**config.mk**
```make
export PLATFORM = sky130hd
export DESIGN_NAME = key_event_arbiter_flat
export DESIGN_NICKNAME = d
export VERILOG_FILES = /design/src/rtl/key_event_if.sv /design/src/rtl/key_event_arbiter.sv /design/src/flat_wrapper.sv
export SDC_FILE = /design/constraint.sdc
export NUM_CORES = 1
export LEC_CHECK = 0
export CAP_MARGIN = 25
export CORE_AREA = 2 2 55 70
export DETAILED_ROUTE_END_ITERATION = 10
export DIE_AREA = 0 0 57 72
export PLACE_DENSITY = 0.73
export SLEW_MARGIN = 20
export SYNTH_ARGS = -nofsm -noshare
export SYNTH_HDL_FRONTEND = slang
export SYNTH_SLANG_ARGS = --single-unit
```
**constraint.sdc**
```tcl
create_clock -name clk -period 3 [get_ports clk]
set_clock_uncertainty 0.1 [all_clocks]
set_input_delay 0.3 -clock clk [delete_from_list [all_inputs] [get_ports clk]]
set_output_delay 0.3 -clock clk [all_outputs]
set_load 0.01 [all_outputs]
```
**src/rtl/key_event_if.sv**
```systemverilog
// key_event_if: key pulse inputs and serialised event stream between arbiter and consumer.
interface key_event_if #(
  parameter int NUM_KEYS = 4,
  parameter int ID_W     = 2
);
  logic [NUM_KEYS-1:0] key_press;
  logic [NUM_KEYS-1:0] key_release;
  logic                evt_valid;
  logic                evt_ready;
  logic [ID_W-1:0]     evt_id;
  logic                evt_type;
  logic [ID_W:0]       evt_count;
  logic                overflow;
  modport master (
    input  key_press, key_release, evt_ready,
    output evt_valid, evt_id, evt_type, evt_count, overflow
  );
  modport slave (
    output key_press, key_release, evt_ready,
    input  evt_valid, evt_id, evt_type, evt_count, overflow
  );
endinterface

```
**src/rtl/key_event_arbiter.sv**
```systemverilog
// key_event_arbiter: round-robin serialiser of per-key press/release pulses into a FIFO'd event stream.
module key_event_arbiter #(
  parameter int NUM_KEYS   = 4,
  parameter int ID_W       = 2,
  parameter int FIFO_DEPTH = 4
) (
  input logic       clk,
  input logic       rst,
  key_event_if.master bus
);
  localparam int AW = $clog2(FIFO_DEPTH);
  logic [NUM_KEYS-1:0] pend_p, pend_r, clr_p, clr_r;
  logic [ID_W-1:0]     ptr, gk, k;
  logic                found, gnt, gtype, pop, ovf;
  logic [ID_W:0]       mem [FIFO_DEPTH];
  logic [AW-1:0]       wr_ptr, rd_ptr;
  logic [ID_W:0]       count;
  always_comb begin
    found = 1'b0;
    gk    = '0;
    k     = '0;
    for (int j = 0; j < NUM_KEYS; j++) begin
      k = ID_W'((int'(ptr) + j) % NUM_KEYS);
      if (!found && (pend_p[k] || pend_r[k])) begin
        found = 1'b1;
        gk    = k;
      end
    end
  end
  // Grant uses occupancy at cycle start; a same-cycle pop does not free a slot.
  assign gnt   = found && (count < (ID_W+1)'(FIFO_DEPTH));
  assign gtype = !(pend_r[gk] && !pend_p[gk]);
  assign clr_p = (gnt && gtype)  ? NUM_KEYS'(1) << gk : '0;
  assign clr_r = (gnt && !gtype) ? NUM_KEYS'(1) << gk : '0;
  assign pop   = bus.evt_valid && bus.evt_ready;
  assign bus.evt_valid = count != '0;
  assign bus.evt_count = count;
  assign bus.overflow  = ovf;
  assign {bus.evt_id, bus.evt_type} = mem[rd_ptr];
  always_ff @(posedge clk) begin
    if (rst) begin
      pend_p <= '0;
      pend_r <= '0;
      ptr    <= '0;
      ovf    <= 1'b0;
      wr_ptr <= '0;
      rd_ptr <= '0;
      count  <= '0;
      for (int i = 0; i < FIFO_DEPTH; i++) mem[i] <= '0;
    end else begin
      pend_p <= (pend_p & ~clr_p) | bus.key_press;
      pend_r <= (pend_r & ~clr_r) | bus.key_release;
      ovf    <= (|(bus.key_press & pend_p & ~clr_p)) || (|(bus.key_release & pend_r & ~clr_r));
      if (gnt) begin
        mem[wr_ptr] <= {gk, gtype};
        wr_ptr      <= wr_ptr + 1'b1;
        ptr         <= (gk == ID_W'(NUM_KEYS-1)) ? '0 : gk + 1'b1;
      end
      if (pop) rd_ptr <= rd_ptr + 1'b1;
      count <= count + (ID_W+1)'(gnt) - (ID_W+1)'(pop);
    end
  end
endmodule

```
**src/flat_wrapper.sv**
```systemverilog
// flat-port wrapper written by rule: the top's interface ports become plain ports
module key_event_arbiter_flat 
#(
  parameter int NUM_KEYS   = 4,
  parameter int ID_W       = 2,
  parameter int FIFO_DEPTH = 4
)
  (clk, rst, bus_key_press, bus_key_release, bus_evt_ready, bus_evt_valid, bus_evt_id, bus_evt_type, bus_evt_count, bus_overflow);
  key_event_if #(.NUM_KEYS(NUM_KEYS), .ID_W(ID_W)) bus_i ();
  input logic clk;
  input logic rst;
  input wire logic [$bits(bus_i.key_press)-1:0] bus_key_press;
  input wire logic [$bits(bus_i.key_release)-1:0] bus_key_release;
  input wire logic [$bits(bus_i.evt_ready)-1:0] bus_evt_ready;
  output wire logic [$bits(bus_i.evt_valid)-1:0] bus_evt_valid;
  output wire logic [$bits(bus_i.evt_id)-1:0] bus_evt_id;
  output wire logic [$bits(bus_i.evt_type)-1:0] bus_evt_type;
  output wire logic [$bits(bus_i.evt_count)-1:0] bus_evt_count;
  output wire logic [$bits(bus_i.overflow)-1:0] bus_overflow;
  assign bus_i.key_press = bus_key_press;
  assign bus_i.key_release = bus_key_release;
  assign bus_i.evt_ready = bus_evt_ready;
  assign bus_evt_valid = bus_i.evt_valid;
  assign bus_evt_id = bus_i.evt_id;
  assign bus_evt_type = bus_i.evt_type;
  assign bus_evt_count = bus_i.evt_count;
  assign bus_overflow = bus_i.overflow;
  key_event_arbiter #(.NUM_KEYS(NUM_KEYS), .ID_W(ID_W), .FIFO_DEPTH(FIFO_DEPTH)) u_core (.clk(clk), .rst(rst), .bus(bus_i));
endmodule
```
==> impl.org, run 1 <==
** Status
- Status :: finished, final reports clean

** Timing
- Based on the critical path, the design can be clocked at up to 0.415 GHz.
- Final slew viol count :: 0
- At the pin with the least slew margin, the transition time is 406 ps.
- Period utilization :: 80.4%
- Setup repair after global routing left no endpoint under its margin.
- The count of endpoints failing hold in the final timing report was 0.
- The worst path meets setup with 588 ps of slack.
- The clock period could shrink to 2410 ps.
- Final setup violation count :: 0
- In this run the tightest slew margin relative to its limit is 72.7%.
- Total negative slack :: 0 ps

** Synthesis
- Yosys mapped a number of flops with a built-in enable equal to 12.
- Synthesis produced a netlist whose cell count is 170.
- For this run, the number of Yosys warnings is 0.
- Sequential element share of the synthesized area :: 46.1%
- Mean cell area of the mapped netlist :: 9.72 um^2
- Among all flip-flop cells after synthesis, the most frequent one is dfxtp_1.
- The cell area that synthesis handed to floorplanning was 1650 um^2.
- Synthesized netlist net count :: 188
- Share of async-settable or async-resettable flops after synthesis :: 0%
- Register bit total from synthesis :: 32
- Distinct cell type count after synthesis :: 41

** Die
- Chip Width :: 57 um
- Core region area :: 3420 um^2
- Initial cell density of the core :: 48.2%
- Die Ht :: 72 um
- Floorplan row count :: 24
- Total Die Area :: 4100 um^2
- I/O pin cnt :: 19

** Routing
- Once detail routing completed, the nets flagged for antenna violations numbered 0.
- Drc violations :: 0
- For this block, the initial DRC count from the detailed router was 40.
- Using the TritonRoute via totals, the vias-per-cell ratio works out to 5.71.
- After detailed routing, the average wire length per cell comes to 14.8 um.
- The final layout contains routed wiring with a total length of 3420 um.
- The routed layout has 1318 vias.
- The first detailed-routing pass ran for 4 iterations.

** Worst setup path
- Measured in cells, the most critical reg-to-reg path has a length of 10.
- The critical path is of the register to register type.
- CP startpoint :: u_core.bus.evt_count[2]
- Number of buffers and inverters on the critical path :: 2
- Across all register-to-register paths, the minimum setup slack is 590 ps.
- In this run the critical register-to-register path is captured at u_core.bus.evt_count[2].
- STA classifies the critical path endpoint as a register.
- Maximum fanout count along the critical path :: 5
- Critical path's top delay family :: adder cells
- Arrival time of the worst setup path :: 2480 ps
- Required arrival time at the worst endpoint :: 3070 ps
- The worst register-to-register path begins at u_core.bus.evt_count[2].
- Traced cell by cell, the critical path runs through or3_1 > and2_1 > ha_1 > inv_1 > ha_1 > inv_1 > fa_1 > xor2_1 > xnor2_1 > nor2_1.
- Critical-path cell with the highest stage delay :: or3_1
- For this run, the slowest stage of the critical path takes 390 ps.
- Kind of start point of the critical path :: register

** CTS
- Number of levels in the clock H-tree :: 2
- In this run the post-CTS setup repair buffer count came out at 0.
- After clock tree synthesis, the clock-pin slew on the worst setup and hold paths is 60 ps.
- For the worst-skew pair, the clock arrives at the later sink with an insertion delay of 270 ps.
- Clock tree synthesis found a total of 32 sinks.
- In this run the clock root is driven by a clkbuf_8.
- TritonCTS clock tree :: built
- The clock passes through at most 2 buffers.
- Post-cts gate resize count :: 0
- Counting the buffers created by CTS gives 5.
- Hold-fix buffers at CTS :: 0

** Final layout
- The finished cells cover 1940 um^2.
- Area growth, synth to finish :: 17.3%
- The net count of the finished layout is 209.
- Count of placed standard cells in the final layout, fillers left out :: 231
- Cells fill 56.6% of the core in the end.
- The library cell used most frequently in the layout, excluding fill and tap cells, is nor2_1.
- Share of layout cells above drive strength 1 :: 9.38%
- The repair_antennas step left the layout with diodes totalling 0.
- Most used cells in the layout excluding fill and tap cells :: nor2_1 (27), dfxtp_1 (20), clkdlybuf4s50_1 (18)

** Global routing
- First-pass GRT wire length :: 6030 um
- The initial antenna violation count was 0.
- Entering global routing, the biggest net connects 18 pins.
- Overflow left after global routing :: 0
- Number of global-route vias before repair :: 1348
- Global-route usage over all layers :: 19.0%

** Pwr
- In this run switching power makes up 36.7% of total power.
- Leakage power :: 0.000795 uW
- Per report_power, the combinational group accounts for 43.6% of the total.
- NetSw :: 647 uW
- Maximum ir drop on the vdd rail :: 0.524 mV
- The internal power of the cells totals 1120 uW.
- In this run the power density over the cells is 911 nW/um^2.
- Sequential share of power :: 39.4%
- Clock network fraction of total power :: 17.0%

** Place
- Number of placed cells counting well taps :: 223
- RePlAce Congestion :: 0.840
- After legalization and detailed placement, the total HPWL measured 2560 um.
- Worst Setup Slack post-DPL :: 586 ps
- Once placement finished, the instance area stood at 1860 um^2.
- Quantity of I/O buffers inserted on ports :: 18

** Hold path
- Hold Path Cell Cnt :: 2
- Class of the tightest hold or removal check :: register to register
- Worst-case hold path end point :: u_core.ptr[0]
- Worst min-delay path startpoint :: u_core.ptr[0]

** Flow run
- # Max-Cap Violations :: 0
through the flow:
step           hold WS (ps)  power [uW]
4_1_cts                 428        1780
2_1_floorplan           329        1230
5_1_grt                 463        1910
3_3_place_gp            406        1440
3_5_place_dp            413        1470
6_report                429        1760
cell families after synthesis:
logic type | share of synthesized area, %
AOI/OAI and AO/OA | 16.1
adders and majority gates | 5.76
muxes | 6.14
DFF | 46.1
xor gates and xnor gates | 3.18
buffers and inverters | 5.23
and+or+nand+nor | 17.6
routing by layer:
layer | wire (um) | vias up | global-route usage, %
li1 | - | 644 | -
met1 | 1330 | 622 | 21.0
met2 | 1840 | 42 | 34.0
met3 | 150 | 10 | 4.46
met4 | 99 | 0 | 8.79
met5 | 0 | - | 0
power groups by stage:
stage / logic, uW / clock network [uW] / registers [uW]
after detailed placement: 767 / 0 / 706
final: 770 / 300 / 695
after CTS: 773 / 312 / 697
after global routing: 859 / 338 / 713
after floorplan: 549 / 0 / 681
after global placement: 746 / 0 / 695
worst register-to-register path, cell delays in order (launching register included):
cell and delay (ps):
dfxtp_1 350, or3_1 390, and2_1 200, ha_1 280, inv_1 60, ha_1 130
inv_1 50, fa_1 370, xor2_1 180, xnor2_1 130, nor2_1 50
synth_stat cells (3+ instances only):
| cell | instances | area [um^2] |
|---|---|---|
| a21o_1 | 3 | 22.5 |
| a21oi_1 | 8 | 40.0 |
| a22oi_1 | 4 | 30.0 |
| a31o_2 | 3 | 26.3 |
| a31oi_1 | 3 | 18.8 |
| and4b_1 | 3 | 30.0 |
| clkbuf_1 | 4 | 15.0 |
| dfxtp_1 | 20 | 400 |
| edfxtp_1 | 12 | 360 |
| ha_1 | 6 | 75.1 |
| inv_1 | 12 | 45.0 |
| mux4_2 | 3 | 67.6 |
| nand2_1 | 14 | 52.6 |
| nor2_1 | 27 | 101 |
| nor2b_1 | 4 | 25.0 |
| nor3_1 | 5 | 25.0 |
| o21ai_0 | 4 | 20.0 |
| o21ai_1 | 4 | 20.0 |
| xnor2_1 | 3 | 26.3 |
| xor2_1 | 3 | 26.3 |
layout make-up:
| class | count | area (um^2) |
|---|---|---|
| Clock inverter | 2 | 7.51 |
| Timing Repair Buffer | 20 | 195 |
| Tap cell | 39 | 48.8 |
| Fill cell | 331 | 1490 |
| Sequential cell | 32 | 761 |
| Multi-Input combinational cell | 119 | 805 |
| Inverter | 13 | 48.8 |
| Clock buffer | 6 | 72.6 |
worst max path at each step:
stage / depth (start not counted) / endpoint / slack (ps)
after CTS: 10 / u_core.bus.evt_count[2] / 580
after global placement: 10 / u_core.bus.evt_count[2] / 660
after floorplan: 10 / u_core.bus.evt_count[2] / 600
final: 10 / u_core.bus.evt_count[2] / 590
after detailed placement: 10 / u_core.bus.evt_count[2] / 590
after global routing: 10 / u_core.bus.evt_count[2] / 420
flip-flops by register name (all words and copies together), names as in the netlist, named ones only:
register              flops
u_core.rd_ptr             2
u_core.wr_ptr             2
u_core.ptr                2
u_core.pend_p             4
u_core.bus.overflow       1
u_core.bus.evt_count      3
u_core.pend_r             4
u_core.mem               12
No activity file was read; power rests on OpenSTA's default activity.
==> run 2: changes to the inputs <==
--- a/config.mk
+++ b/config.mk
@@ -9,7 +9,7 @@
 export CORE_AREA = 2 2 55 70
 export DETAILED_ROUTE_END_ITERATION = 10
 export DIE_AREA = 0 0 57 72
-export PLACE_DENSITY = 0.73
+export PLACE_DENSITY = 0.76
 export SLEW_MARGIN = 20
 export SYNTH_ARGS = -nofsm -noshare
 export SYNTH_HDL_FRONTEND = slang
==> constraint.sdc (replaced) <==
create_clock -name clk -period 2.1 [get_ports clk]
set_clock_uncertainty 0.1 [all_clocks]
set_input_delay 0.21 -clock clk [delete_from_list [all_inputs] [get_ports clk]]
set_output_delay 0.21 -clock clk [all_outputs]
set_load 0.01 [all_outputs]
==> run 2 against run 1 <==
The flow now finishes with violations (negative setup slack). Count of clock-buffer cells in the layout unchanged. Power up 78%. Largest cell class unchanged. Critical path depth up 1.
==> impl.org, run 2 (synthesized netlist as in run 1, its figures left out) <==
** Die
- Measured along the x axis, the die boundary spans 57 um.
- The floorplan step defined a die boundary enclosing 4100 um^2.
- The die is 72 um tall.
- Core region area :: 3420 um^2
- I/O pin cnt :: 19
- Floorplan row count :: 24
- For this configuration, the core starts out at a cell density of 48.2%.

** Worst setup path
- In this design, the stage delay of the slowest critical-path cell is 340 ps.
- Critical-path cell with the highest stage delay :: dfxtp_2
- Critical Setup Path Class :: register to register
- STA puts the critical path data required time at 2170 ps.
- Endpoint kind of the worst setup timing path :: register
- Cells along the critical path :: buf_4 > o21ai_0 > nand3b_1 > a21o_4 > inv_1 > ha_4 > nor2_1 > nor2_1 > o221ai_2 > a31oi_1 > a31oi_1
- Arrival time of the worst setup path :: 2230 ps
- In this run the worst path has a maximum fanout of 5.
- The worst setup path is launched from a register.

** CTS
- The clock drives 32 sinks.
- Number of buffers created by CTS :: 5
- Skew-Pair Late Insertion Delay :: 290 ps
- Maximum buffer depth of the clock tree :: 2
- CTS built an H-tree with a depth of 2.
- TritonCTS clock tree :: built
- The root buffer cell chosen for the clock tree is clkbuf_8.
- Clock transition time at the flip-flop clock pins of the worst setup and hold paths :: 60 ps

** Routing
- The final route contains 1437 vias.
- WL per Instance :: 15.3 um
- In this run the remaining antenna-violating nets after routing total 0.
- Aggregate routed wire length :: 4020 um
- After the first detailed-routing iteration, the DRC count stood at 34.
- After detailed routing, the number of remaining DRC violations is 0.
- Via density :: 5.46
- The first TritonRoute pass finished after 4 iterations.

** Hold path
- The path class of the tightest hold or removal check is input port to register.

** Global routing
- Overflow left after global routing :: 0
- Number of global-route vias before repair :: 1440
- First-pass GRT wire length :: 6470 um
- Global-route usage over all layers :: 20.8%
- Number of antenna violations at the first check in global routing :: 0
- Pin count of the biggest net entering global routing :: 22

** Timing
- Final slew viol count :: 0
- Setup violations remaining at the end of the flow were counted as 8.
- Final hold slack :: 412 ps
- Setup repair after global routing missed its margin :: true
- For the pin with the worst max-slew slack, the measured transition is 364 ps.
- Static timing analysis puts the maximum clock frequency at 0.464 GHz.
- Setup slack on the critical path of the routed design comes to -56.3 ps.
- Shortest period the worst path allows :: 2160 ps
- Period utilization :: 103%
- The worst pin sits at a relative slew slack of 75.1%.
- Final hold viol count :: 0

** Final layout
- Leading registers by flop count :: u_core.mem (12), u_core.pend_p (4), u_core.pend_r (4)
- The register with the most flip-flops in the layout has 12 of them.
- # diodes :: 0
- In the final layout, the share of cells above drive strength 1 is 37.1%.
- The register with the most flip-flops in the final layout is u_core.mem.
- Most common library cell in the layout ignoring fill and taps :: buf_4
- Final net count :: 241
- Design Area, Final :: 2350 um^2
- The top cell types in the final layout, fill and taps aside, are buf_4 (33), nor2_1 (25), clkdlybuf4s50_1 (18).
- Compared with the post-synthesis result, the final layout area differs by 42.0%.

** Pwr
- Maximum ir drop on the vdd rail :: 0.919 mV
- In this run the power density over the cells is 1340 nW/um^2.
- Leakage power :: 0.000973 uW

** Flow run
- Max-cap violations in this run came to 0.

** Place
- In this run the tool buffered the top-level ports with 18 buffer cells.
- Estimated wirelength of the detail-placed design :: 2790 um
- RePlAce Congestion :: 0.835
- Placed instance area :: 2090 um^2

** Status
- The checks that failed: negative setup slack.
- Status :: complete, but fails checks
run 2: cell types whose count changed in the layout (fill, tap and decap cells not counted), sizes merged:
cell	before	now
clkinvlp	0	1
clkinv	2	1
buf	2	34
run 2: final timing paths:
kind,startpoint,endpoint,slack [ps],cells past startpoint
worst min-delay path,bus_key_press[0],u_core.pend_p[0],410,3
worst max register to register,u_core.pend_r[0],u_core.bus.overflow,-60,11
worst max-delay path,u_core.pend_r[0],u_core.bus.overflow,-60,11
worst min register to register,u_core.rd_ptr[1],u_core.rd_ptr[1],440,2
run 2: per-layer routing:
| metal | wire length (um) | up-vias | GRT usage (%) | share of wire (%) |
|---|---|---|---|---|
| met2 | 2290 | 30 | 38.3 | 57 |
| li1 | - | 707 | - | - |
| met5 | 0 | - | 0 | 0 |
| met4 | 69 | 0 | 7.75 | 1.7 |
| met1 | 1540 | 694 | 22.6 | 38 |
| met3 | 121 | 6 | 5.35 | 3.0 |
run 2: timing repair:
item | in CTS | in global routing
buffers inserted | 0 | 8
endpoints found under the setup margin | 3 | 15
gates resized for setup | 2 | 26
hold buffers | 0 | 0
cloned | 0 | 0
pin swaps | 1 | 10
run 2: cell type report:
cell class                      count  area (um^2)
Inverter                           13         51.3
Fill cell                         277         1080
Sequential cell                    32          778
Clock inverter                      2         12.5
Tap cell                           39         48.8
Timing Repair Buffer               52          439
Clock buffer                        6         93.8
Multi-Input combinational cell    119          922
run 2: report_power, final:
group | internal, uW | total (uW) | leakage, uW | switching (uW)
clock | 303 | 541 | 0.0000523 | 238
combinational | 869 | 1620 | 0.000624 | 748
sequential | 853 | 991 | 0.000296 | 138
run 2: critical path, delay by kind of cell (launching register included):
kind            cells  cell delay (ps)
flops               1              340
simple gates        3              300
compound gates      5              870
fa+ha+maj           1              150
buf+inv             2              280
run 2: stage by stage:
stage / total power (uW) / std cells / setup WS, ps / setup TNS [ps] / util, %
2_1_floorplan: 1840 / 170 / -93.8 / -93.8 / -
5_1_grt: 3380 / 263 / -218 / -1670 / 68.5
3_3_place_gp: 2330 / 247 / -30.5 / -30.5 / 60.9
4_1_cts: 2950 / 255 / -89.4 / -89.4 / 64.1
3_5_place_dp: 2400 / 247 / -94.3 / -123 / 60.9
6_report: 3150 / 263 / -56.3 / -341 / 68.5
